`config.mk`:
```
export PLATFORM = sky130hd
export DESIGN_NAME = instr_fetch_unit
export DESIGN_NICKNAME = d
export VERILOG_FILES = /design/src/rtl/instr_fetch_unit_pkg.sv /design/src/rtl/instr_fetch_unit_out_reg.sv /design/src/rtl/instr_fetch_unit.sv
export SDC_FILE = /design/constraint.sdc
export NUM_CORES = 1
export LEC_CHECK = 0
export BUFFER_PORTS_ARGS = -buffer_cell sky130_fd_sc_hd__buf_4
export CAP_MARGIN = 10
export CORE_MARGIN = 2
export CORE_UTILIZATION = 43
export DETAILED_ROUTE_END_ITERATION = 10
export GPL_TIMING_DRIVEN = 0
export PLACE_DENSITY = 0.66
export SYNTH_ARGS = -nofsm -noshare
export SYNTH_HDL_FRONTEND = slang
export SYNTH_SLANG_ARGS = --single-unit
```
`constraint.sdc`:
```
create_clock -name iCLK -period 3.78 [get_ports iCLK]
set_input_delay 1.134 -clock iCLK [delete_from_list [all_inputs] [get_ports iCLK]]
set_output_delay 1.134 -clock iCLK [all_outputs]
set_load 0.02 [all_outputs]
```
`src/rtl/instr_fetch_unit_pkg.sv`:
```
// Shared definitions for the RV32I fetch stage: FSM encodings, NOP, reset PC and widths.
// Optional build macro used by the fetch stage: IF_PERF_CNT_EN (perf counters).
package instr_fetch_unit_pkg;

    typedef enum logic [1:0] {
        IF_FETCH = 2'd0,
        IF_HOLD  = 2'd1,
        IF_DRAIN = 2'd2
    } if_state_e;

    localparam logic [31:0] RV_NOP           = 32'h0000_0013;
    localparam logic [31:0] RESET_PC_DEFAULT = 32'h0000_0000;
    localparam int          INSTR_W          = 32;

endpackage

```
`src/rtl/instr_fetch_unit_out_reg.sv`:
```
// fetch_out_reg: single-entry valid/ready slot holding {pc, instr} for decode, with flush.
// Handshake: a slot transfers on a rising edge where valid & consume; load refills it the same edge.
module fetch_out_reg
    import instr_fetch_unit_pkg::*;
#(
    parameter int DATA_W = INSTR_W
) (
    input  logic              iCLK,
    input  logic              iRST_n,
    input  logic              flush,
    input  logic              load,
    input  logic [31:0]       load_pc,
    input  logic [DATA_W-1:0] load_instr,
    input  logic              consume,
    output logic [31:0]       pc,
    output logic [DATA_W-1:0] instr,
    output logic              valid
);

    // Flush wins over a same-edge load so a wrong-path instruction never lands in the slot.
    always_ff @(posedge iCLK or negedge iRST_n) begin
        if (!iRST_n) begin
            pc    <= 32'h0;
            instr <= DATA_W'(RV_NOP);
            valid <= 1'b0;
        end else if (flush) begin
            valid <= 1'b0;
        end else if (load) begin
            pc    <= load_pc;
            instr <= load_instr;
            valid <= 1'b1;
        end else if (consume) begin
            valid <= 1'b0;
        end
    end

endmodule

```
`src/rtl/instr_fetch_unit.sv`:
```
// RV32I fetch stage: owns the PC, talks to instructions_cache, feeds decode through a one-entry slot.
// Build option IF_PERF_CNT_EN adds oSTALL_CNT / oFETCH_CNT performance counters.
module instr_fetch_unit
    import instr_fetch_unit_pkg::*;
#(
    parameter int          ADDR_W   = 8,
    parameter int          DATA_W   = INSTR_W,
    parameter logic [31:0] RESET_PC = RESET_PC_DEFAULT
) (
    input  logic              iCLK,
    input  logic              iRST_n,
    output logic [ADDR_W-1:0] oIC_ADDR,
    input  logic [DATA_W-1:0] iIC_INSTR,
    input  logic              iIC_READY,
    output logic [31:0]       oIF_PC,
    output logic [DATA_W-1:0] oIF_INSTR,
    output logic              oIF_VALID,
    input  logic              iID_READY,
    input  logic              iREDIRECT,
    input  logic [31:0]       iREDIRECT_PC,
`ifdef IF_PERF_CNT_EN
    output logic [31:0]       oSTALL_CNT,
    output logic [31:0]       oFETCH_CNT,
`endif
    output if_state_e         dbg_state
);

    if_state_e   state;
    logic [31:0] pc;
    logic        slot_free;
    logic        capture;

    assign slot_free = !oIF_VALID || iID_READY;
    assign capture   = (state == IF_FETCH) && iIC_READY && slot_free && !iREDIRECT;

    // DRAIN spends one cycle after any address jump so a refill for the old address is never captured.
    always_ff @(posedge iCLK or negedge iRST_n) begin
        if (!iRST_n) begin
            state <= IF_DRAIN;
            pc    <= RESET_PC & ~32'h3;
        end else if (iREDIRECT) begin
            state <= IF_DRAIN;
            pc    <= iREDIRECT_PC & ~32'h3;
        end else begin
            unique case (state)
                IF_FETCH: begin
                    if (iIC_READY) begin
                        if (slot_free) pc <= pc + 32'd4;
                        else           state <= IF_HOLD;
                    end
                end
                IF_HOLD: begin
                    if (iID_READY) state <= IF_FETCH;
                end
                IF_DRAIN: state <= IF_FETCH;
                default:  state <= IF_DRAIN;
            endcase
        end
    end

    assign oIC_ADDR  = pc[ADDR_W+1:2];
    assign dbg_state = state;

    fetch_out_reg #(
        .DATA_W(DATA_W)
    ) u_out_reg (
        .iCLK      (iCLK),
        .iRST_n    (iRST_n),
        .flush     (iREDIRECT),
        .load      (capture),
        .load_pc   (pc),
        .load_instr(iIC_INSTR),
        .consume   (iID_READY),
        .pc        (oIF_PC),
        .instr     (oIF_INSTR),
        .valid     (oIF_VALID)
    );

`ifdef IF_PERF_CNT_EN
    logic [31:0] stall_cnt;
    logic [31:0] fetch_cnt;

    // Counters survive redirects; only reset clears them.
    always_ff @(posedge iCLK or negedge iRST_n) begin
        if (!iRST_n) begin
            stall_cnt <= 32'h0;
            fetch_cnt <= 32'h0;
        end else begin
            if (state == IF_FETCH && !iIC_READY) stall_cnt <= stall_cnt + 32'd1;
            if (capture)                         fetch_cnt <= fetch_cnt + 32'd1;
        end
    end

    assign oSTALL_CNT = stall_cnt;
    assign oFETCH_CNT = fetch_cnt;
`endif

endmodule

```
== Word level (Yosys, flattened, before mapping) ==
Index checks and enable logic that the tools add are counted.

* $add $sub $neg: 1
* Muxes and demuxes: 12
* Reduce and logical (&&, ||, !) cells: 14
* Bitwise logic cells: 1
* Equal/unequal tests: 5

{| class="wikitable"
|+ Operator list
! cell !! number
|-
| $mux 32 || 4
|-
| $add 32x3->32 const B || 1
|-
| $ne 3x3->1 const B || 3
|-
| $mux 2 || 4
|-
| $pmux 2 s3 || 1
|-
| $reduce_and 3->1 || 2
|-
| $reduce_bool 2->1 || 3
|-
| $logic_and 1x1->1 || 3
|-
| $mux 1 || 3
|-
| $reduce_bool 3->1 || 1
|-
| $eq 2x1->1 const B || 1
|-
| $eq 2x2->1 const B || 1
|-
| $logic_not 1->1 || 2
|-
| $logic_not 2->1 || 1
|-
| $reduce_and 2->1 || 1
|-
| $logic_or 1x1->1 || 1
|-
| $not 1->1 || 1
|}

* Bits of input ports: 69
* Register bits: 99
* Word-level logic and storage cells: 38

== Logic depth before layout (Yosys ltp) ==
Gate-level depths: netlist (run 1).

* Depth in word-level cells: 6
* Gate-level depth with buffers: 7
* Gate-level depth less buffers: 5

== Hierarchy ==
From an unflattened synthesis (run 1), not the netlist that was laid out.

* Cells, all modules: 381
* Area total of the unflattened synthesis: 4798.4 sq um

{| class="wikitable"
|+ Modules (own cells, without submodules)
! module !! instances !! area each (sq um) !! cells an instance
|-
| fetch_out_reg || 1 || 2745.1 || 140
|-
| instr_fetch_unit || 1 || 2053.2 || 241
|}

== Least setup slack after synthesis (run 1) ==
OpenSTA, ideal clock, no wires.

* Path kind: input -> register
* From: in iIC_READY
* To: reg pc[21]
* Path buffers: 2
* Arrival time: 2861 ps
* Library setup time: 82 ps
* Required time: 3698 ps
* Stages: 6
* Setup slack: 837 ps
* Cell sequence: or3b_1 buf_2 or4_4 buf_6 or4_1 a31oi_1

* Cells in the longest elaborated chain, start to end: 2

{| class="wikitable"
|+ RTL lines
! item !! RTL line !! RTL
|-
| start: declaration || instr_fetch_unit.sv:14 || <nowiki>input logic iIC_READY,</nowiki>
|-
| $reduce_bool 2->1 (no source line) || n/a ||
|-
| $reduce_and 3->1 (no source line) || n/a ||
|-
| end signal: assignment || instr_fetch_unit.sv:40 || <nowiki>pc <= RESET_PC & ~32'h3;</nowiki>
|-
| end signal: assignment || instr_fetch_unit.sv:43 || <nowiki>pc <= iREDIRECT_PC & ~32'h3;</nowiki>
|-
| end signal: assignment || instr_fetch_unit.sv:48 || <nowiki>if (slot_free) pc <= pc + 32'd4;</nowiki>
|-
| end: declaration || instr_fetch_unit.sv:29 || <nowiki>logic [31:0] pc;</nowiki>
|}

No other way between the ends.
A chain may end at the register's enable or synchronous reset.

== Final worst setup path (run 1) ==
* From: in iIC_READY
* To: reg u_out_reg.pc[12]

* Cells in the longest elaborated chain, start to end: 4

{| class="wikitable"
|+ RTL lines
! item !! RTL line !! RTL
|-
| $logic_and 1x1->1 (3 in a row) || instr_fetch_unit.sv:34 || <nowiki>assign capture = (state == IF_FETCH) && iIC_READY && slot_free && !iREDIRECT;</nowiki>
|-
| $reduce_and 2->1 (no source line) || n/a ||
|-
| end signal: assignment || instr_fetch_unit_out_reg.sv:29 || <nowiki>pc <= load_pc;</nowiki>
|-
| end: declaration || instr_fetch_unit_out_reg.sv:15 || <nowiki>output logic [31:0] pc,</nowiki>
|}

No other way between the ends.

==> flow_metrics.py, run 1 <==
metrics = {
    "die": {
        "ios": 144,
        "rows": 37,
        "die_x_um": 105.5,
        "core_area_um2": 10140,
        "dieArea_um2": 11120,
        "die_h_um": 105.5,
        "start_util_pct": 43.66,
    },
    "yosys": {
        "async_flop_share_pct": 100.0,
        "ys.flop_type": "dfrtp_1",
        "synth-edff-count": 0,
        "yosysWarnings": 0,
        "ys_ff_latch": 95,
        "synth_cells": 381,
        "avgSynthCellArea_um2": 11.62,
        "ys_types": 49,
        "ys_seq_area_share_pct": 53.82,
        "synth_area_um2": 4427,
    },
    "worst_setup_path": {
        "worst_ep_arrival_time_ns": 3.46,
        "max_stage_delay_ns": 0.65,
        "crit_cells": 6,
        "start_kind": "input pin",
        "cp.required_ns": 4.02,
        "critPathBufInv": 2,
        "slowest_stage": "nor2_1",
        "crit_path_end_kind": "flip-flop",
        "critical_path.max_fanout": 10,
        "r2r_cells": 5,
        "setup.worst_path.class": "in2reg",
        "path_delay_family": "simple AND/OR/NAND/NOR gates",
        "crit_path_cell_trace": "buf_4 > nor3b_1 > nand2_1 > nor2_1 > clkbuf_1 > mux2_2",
    },
    "clock_network": {
        "cts_tree": "built",
        "clock_sinks": 95,
        "ctsHoldBuffers": 0,
        "clk_transition_reported_paths_ns": 0.09,
        "tritoncts.num_buffers": 9,
        "clk_path_buf_depth": 2,
        "htree_num_levels": 3,
        "root_buffer": "clkbuf_8",
        "ctsResizeCount": 0,
        "post_cts_buffers": 0,
        "clk_latency_ns": 0.36,
    },
    "sta": {
        "timing.fmax_mhz": 310.6,
        "min_period_ns": 3.220,
        "worst_clock_skew_ns": 0.01161,
        "rsz0062_at_grt": "no",
        "finalCritPeriodShare_pct": 85.18,
        "hold_violations": 0,
        "tightest_slew_ns": 0.7918,
        "fin_tns_setup_ns": 0,
        "slew_violations": 0,
        "setup_viol": 0,
        "slew_headroom_pct": 47.02,
    },
    "grt": {
        "grt_max_degree": 96,
        "grt_antenna_before_repair": 0,
        "grt_pass1_wl_mm": 18.23,
        "grt.overflow.total": 0,
        "grt_pass1_vias": 3625,
        "track_usage_pct": 20.64,
    },
    "detailed_routing": {
        "drc_errors": 0,
        "vias": 3608,
        "dr.pass1.iters": 4,
        "wl_mm": 11.01,
        "first_iter_violations": 133,
        "drtAntennaViolNets": 0,
        "vias_per_cell": 5.353,
        "wl_per_cell_um": 16.34,
    },
    "power_and_ir_drop": {
        "p_leak_nw": 2.540,
        "irDropWorstVdd_v": 0.0002950,
        "power.density_nw_per_um2": 487.0,
        "power_w": 0.002858,
    },
    "flow_run": {
        "drv_cap": 0,
    },
    "placed_design": {
        "port_buffers": 139,
        "routabilityCongestion": 0.8768,
        "dpl.cell_count": 657,
        "post-dp-hpwl_mm": 7.918,
        "placed_area_um2": 5644,
    },
    "finish": {
        "drive_gt1_share_pct": 44.42,
        "fin_area_um2": 5869,
        "fin_cells": 674,
        "fill_cells": 881,
        "layout_commonest_cell": "buf_4",
        "antennaDiodeCount": 0,
        "area_growth_syn_to_layout_pct": 32.59,
        "finalNetCount": 603,
        "layout_common_cells": "buf_4, dfrtp_1, mux2_2, nand2_1, nor2_1",
    },
    "hold_path": {
        "hp-class": "reg2reg",
        "min_path_cells": 2,
    },
    "outcome": {
        "status": "finished clean",
    },
}
## final timing paths
| check | slack [ns] | end | start |
|---|---|---|---|
| setup / recovery | 0.56 | u_out_reg.pc[12] | iIC_READY |
| hold / removal | 0.50 | dbg_state[1] | dbg_state[1] |
| setup reg to reg | 0.98 | u_out_reg.pc[12] | dbg_state[0] |
| hold reg to reg | 0.50 | dbg_state[1] | dbg_state[1] |
| max in group asynchronous | 2.31 | dbg_state[1] | iRST_n |
| min in group asynchronous | 0.77 | u_out_reg.pc[15] | iRST_n |
## where the power goes
group	switching [W]	internal [W]	leakage, nW
registers	0.000133	0.00120	1.11
logic	0.000414	0.000418	1.33
clock network	0.000364	0.000325	0.0997
total	0.000911	0.00195	2.54
## Yosys cell counts (all sizes together) (2+ instances only)
master | number | area [µm²]
nor2 | 22 | 82.58
nor4 | 7 | 43.79
dfstp | 4 | 105.1
nor2b | 2 | 12.51
dfrtp | 91 | 2277
o31a | 2 | 17.52
or4b | 2 | 20.02
mux2 | 62 | 698.2
buf | 16 | 128.9
a31oi | 15 | 93.84
inv | 4 | 15.01
nand4 | 14 | 87.58
a21oi | 2 | 10.01
nand2b | 2 | 12.51
clkbuf | 16 | 60.06
nand3 | 20 | 100.1
xor2 | 4 | 35.03
and4 | 6 | 52.55
o211ai | 2 | 15.01
o21ai | 11 | 55.05
xnor2 | 2 | 17.52
o31ai | 13 | 97.59
or4 | 16 | 123.9
nor3 | 4 | 20.02
nand2 | 22 | 82.58
nand4b | 2 | 17.52
## cell type report
| cell class | count | area [µm²] | area share [%] |
|---|---|---|---|
| clock buffers | 11 | 141.4 | 2.409 |
| clock inverters | 5 | 56.30 | 0.9593 |
| well taps | 136 | 170.2 | 2.899 |
| flip-flops and latches | 95 | 2382 | 40.59 |
| repair buffers | 140 | 1071 | 18.25 |
| inverters | 5 | 18.77 | 0.3198 |
| plain buffers | 33 | 197.7 | 3.368 |
| multi-input cells | 249 | 1832 | 31.21 |
## kinds of logic (layout without fill, tap and decap cells)
group | Yosys count | count (layout) | share of synthesized area, %
muxes | 63 | 63 | 16.00
other | 1 | 2 | 0.08471
xor gates and xnor gates | 6 | 6 | 1.187
and+or+nand+nor | 124 | 124 | 15.66
DFF | 95 | 95 | 53.82
AOI/OAI and AO/OA | 53 | 53 | 8.084
buffers and inverters | 38 | 194 | 4.889
adders and majority gates | 1 | 1 | 0.2826
## tightest hold or removal path, stage by stage (launching register included)
cell and delay [ns]:
dfstp_2 0.40, nand2_1 0.06, nand2_1 0.05
## state kept, by name, indices dropped and copies added, names as in the netlist
register,count
pc,30
u_out_reg.pc,30
u_out_reg.instr,32
u_out_reg.valid,1
dbg_state,2
## through the flow
| step | hold slack [ns] | setup slack (ns) | utilization [%] |
|---|---|---|---|
| floorplan | 0.5077 | 0.8367 | - |
| global placement | 0.4795 | 0.2960 | 55.67 |
| detailed placement | 0.4916 | 0.1856 | 55.67 |
| CTS | 0.5033 | 0.5918 | 57.62 |
| global route | 0.5268 | 0.3890 | 57.89 |
| finish | 0.4953 | 0.5601 | 57.89 |
## layer usage
layer / GRT usage [%] / share of wire, % / up-vias
met3: 4.886 / 6.7 / 19
met2: 31.94 / 47 / 138
met4: 8.190 / 2.3 / 0
li1: - / - / 1716
met1: 28.04 / 44 / 1735
met5: 0 / 0 / -
Note: power is estimated with default switching activity, not from simulation.
==> run 2: changes to the inputs <==
CAP_MARGIN = not set   (was 10)
SYNTH_HIERARCHICAL = 1   (was not set)
==> flow_metrics.py, run 2 <==
metrics = {
    "yosys": {
        "synth_commonest_cells": "dfrtp_1, mux2_4, nand2_1",
        "ys_seq_area_share_pct": 50.69,
        "synth.area.top_cells": "dfrtp_1, mux2_4, or4_1, buf_12, a31oi_1",
        "synth_area_leader_cell": "dfrtp_1",
        "synth_top_area_share_pct": 48.50,
        "synth_area_um2": 4798,
        "async_flop_share_pct": 100.0,
        "yosysWarnings": 6,
        "ys_types": 41,
        "yosysMostFrequentCell": "dfrtp_1",
        "avgSynthCellArea_um2": 12.59,
        "ys.flop_type": "dfrtp_1",
        "synth-edff-count": 0,
        "synth_cells": 381,
        "ys_ff_latch": 97,
    },
    "placed_design": {
        "port_buffers": 141,
        "post-dp-hpwl_mm": 7.899,
        "routabilityCongestion": 0.8153,
    },
    "sta": {
        "slew_violations": 0,
        "finalCritPeriodShare_pct": 73.67,
        "tightest_slew_ns": 1.198,
        "setup_viol": 0,
        "worst_clock_skew_ns": 0.006956,
        "min_period_ns": 2.785,
        "hold_violations": 0,
        "rsz0062_at_grt": "no",
        "slew_headroom_pct": 20.16,
        "fin_tns_setup_ns": 0,
        "timing.fmax_mhz": 359.1,
    },
    "flow_run": {
        "drv_cap": 0,
    },
    "worst_setup_path": {
        "cp.required_ns": 4.03,
        "critical_path.max_fanout": 10,
        "crit_path_end_kind": "flip-flop",
        "rr_startpoint": "dbg_state[0]",
        "r2r_cells": 7,
        "critical_path.startpoint": "iIC_READY",
        "worst_ep_arrival_time_ns": 3.03,
        "setup.worst_path.class": "in2reg",
        "r2r_end": "u_out_reg/instr[18]",
        "start_kind": "input pin",
        "cp-endpoint": "u_out_reg/instr[18]",
        "rrSetupSlack_ns": 1.40,
    },
    "clock_network": {
        "clock_sinks": 97,
        "clk_transition_reported_paths_ns": 0.08,
        "htree_num_levels": 3,
        "ctsHoldBuffers": 0,
        "clk_latency_ns": 0.36,
        "post_cts_buffers": 0,
        "tritoncts.num_buffers": 9,
        "cts_tree": "built",
        "ctsResizeCount": 0,
        "clk_path_buf_depth": 2,
        "root_buffer": "clkbuf_8",
    },
    "detailed_routing": {
        "first_iter_violations": 158,
        "dr.pass1.iters": 5,
        "vias_per_cell": 5.342,
        "wl_per_cell_um": 16.45,
        "vias": 3627,
        "drtAntennaViolNets": 0,
        "wl_mm": 11.17,
        "drc_errors": 0,
    },
    "hold_path": {
        "hp-class": "reg2reg",
    },
    "power_and_ir_drop": {
        "irDropWorstVdd_v": 0.0002532,
        "power.density_nw_per_um2": 484.5,
        "p_leak_nw": 2.777,
    },
    "finish": {
        "area_growth_syn_to_layout_pct": 29.41,
        "antennaDiodeCount": 0,
        "layout_common_cells": "buf_4, dfrtp_1, mux2_4, nand2_1, nor2_1",
        "finalNetCount": 604,
        "drive_gt1_share_pct": 45.45,
        "fin_util_pct": 57.28,
        "fill_cells": 949,
        "layout_commonest_cell": "buf_4",
        "reg_top3": "u_out_reg/instr x32, u_out_reg/pc x32, pc x30",
        "seq_area_um2": 2432,
        "multi_input_area_um2": 2090,
    },
    "die": {
        "core_area_um2": 10840,
        "ios": 144,
        "rows": 38,
        "die_x_um": 109.6,
        "dieArea_um2": 12020,
        "start_util_pct": 44.26,
        "die_h_um": 109.6,
    },
    "grt": {
        "grt_max_degree": 98,
        "track_usage_pct": 19.13,
        "grt_pass1_vias": 3531,
        "grt_antenna_before_repair": 0,
        "grt_pass1_wl_mm": 17.77,
        "grt.overflow.total": 0,
    },
    "outcome": {
        "status": "finished clean",
    },
}
[run 2: cell types whose count changed after synthesis, sizes merged, moves of 3 or more]
cell and delta:
or3 +5, clkbuf -4, nand3 -9, a31oi +4, and2 +3, or4 +4
[run 2: worst min-delay path by stage]
stage	cells past startpoint	end	from	slack [ns]
after global placement	2	dbg_state[1]	dbg_state[1]	0.49
after floorplan	1	u_out_reg/pc[14]	pc[14]	0.48
after global routing	2	dbg_state[1]	dbg_state[1]	0.51
final	2	dbg_state[1]	dbg_state[1]	0.50
after detailed placement	2	dbg_state[1]	dbg_state[1]	0.49
after CTS	2	dbg_state[1]	dbg_state[1]	0.50
[run 2: layout make-up]
class / instances / share of cell area [%]
plain buffers: 29 / 4.211
clock buffers: 13 / 2.559
clock inverters: 3 / 0.2418
inverters: 5 / 0.3022
multi-input cells: 251 / 33.65
flip-flops and latches: 97 / 39.17
well taps: 140 / 2.821
repair buffers: 141 / 17.05
[run 2: where the power goes]
| part | leakage [nW] | internal, W | switching (W) | total, W |
|---|---|---|---|---|
| combinational | 1.54 | 0.000540 | 0.000454 | 0.000995 |
| clock | 0.0932 | 0.000273 | 0.000344 | 0.000617 |
| sequential | 1.14 | 0.00125 | 0.000152 | 0.00140 |
[run 2: kinds of logic after synthesis]
logic type | share of synthesized area (%)
AO/OA/AOI/OAI | 7.275
XOR/XNOR | 1.278
adder cells (fa/ha/maj) | 0.2607
buffers and inverters | 5.841
flip-flops | 50.69
multiplexers | 19.92
other | 0.07815
AND/OR/NAND/NOR | 14.65
[run 2: metrics by stage]
stage	total power [W]	hold WS, ns	setup WS [ns]	instance area (µm²)	instances
3_3_place_gp	0.002398	0.4858	0.6655	6036	663
6_report	0.003008	0.5006	0.9953	6210	679
4_1_cts	0.003048	0.4999	1.017	6210	679
3_5_place_dp	0.002416	0.4908	0.6352	6036	663
2_1_floorplan	0.001969	0.4795	0.9864	4802	382
5_1_grt	0.003171	0.5091	0.8515	6210	679
[run 2: critical path: stages]
cell     delay [ns]
buf_4          0.09
nor3b_1        0.58
nand2_1        0.23
nor2_1         0.17
nor2b_4        0.18
buf_12         0.17
buf_12         0.16
mux2_4         0.31
[run 2: per-layer routing]
layer | vias to the layer above | track usage [%] | part of all wire [%]
met2 | 144 | 29.94 | 44
met1 | 1751 | 25.64 | 46
met5 | - | 0 | 0
li1 | 1718 | - | -
met3 | 14 | 4.801 | 8.3
met4 | 0 | 7.233 | 1.6
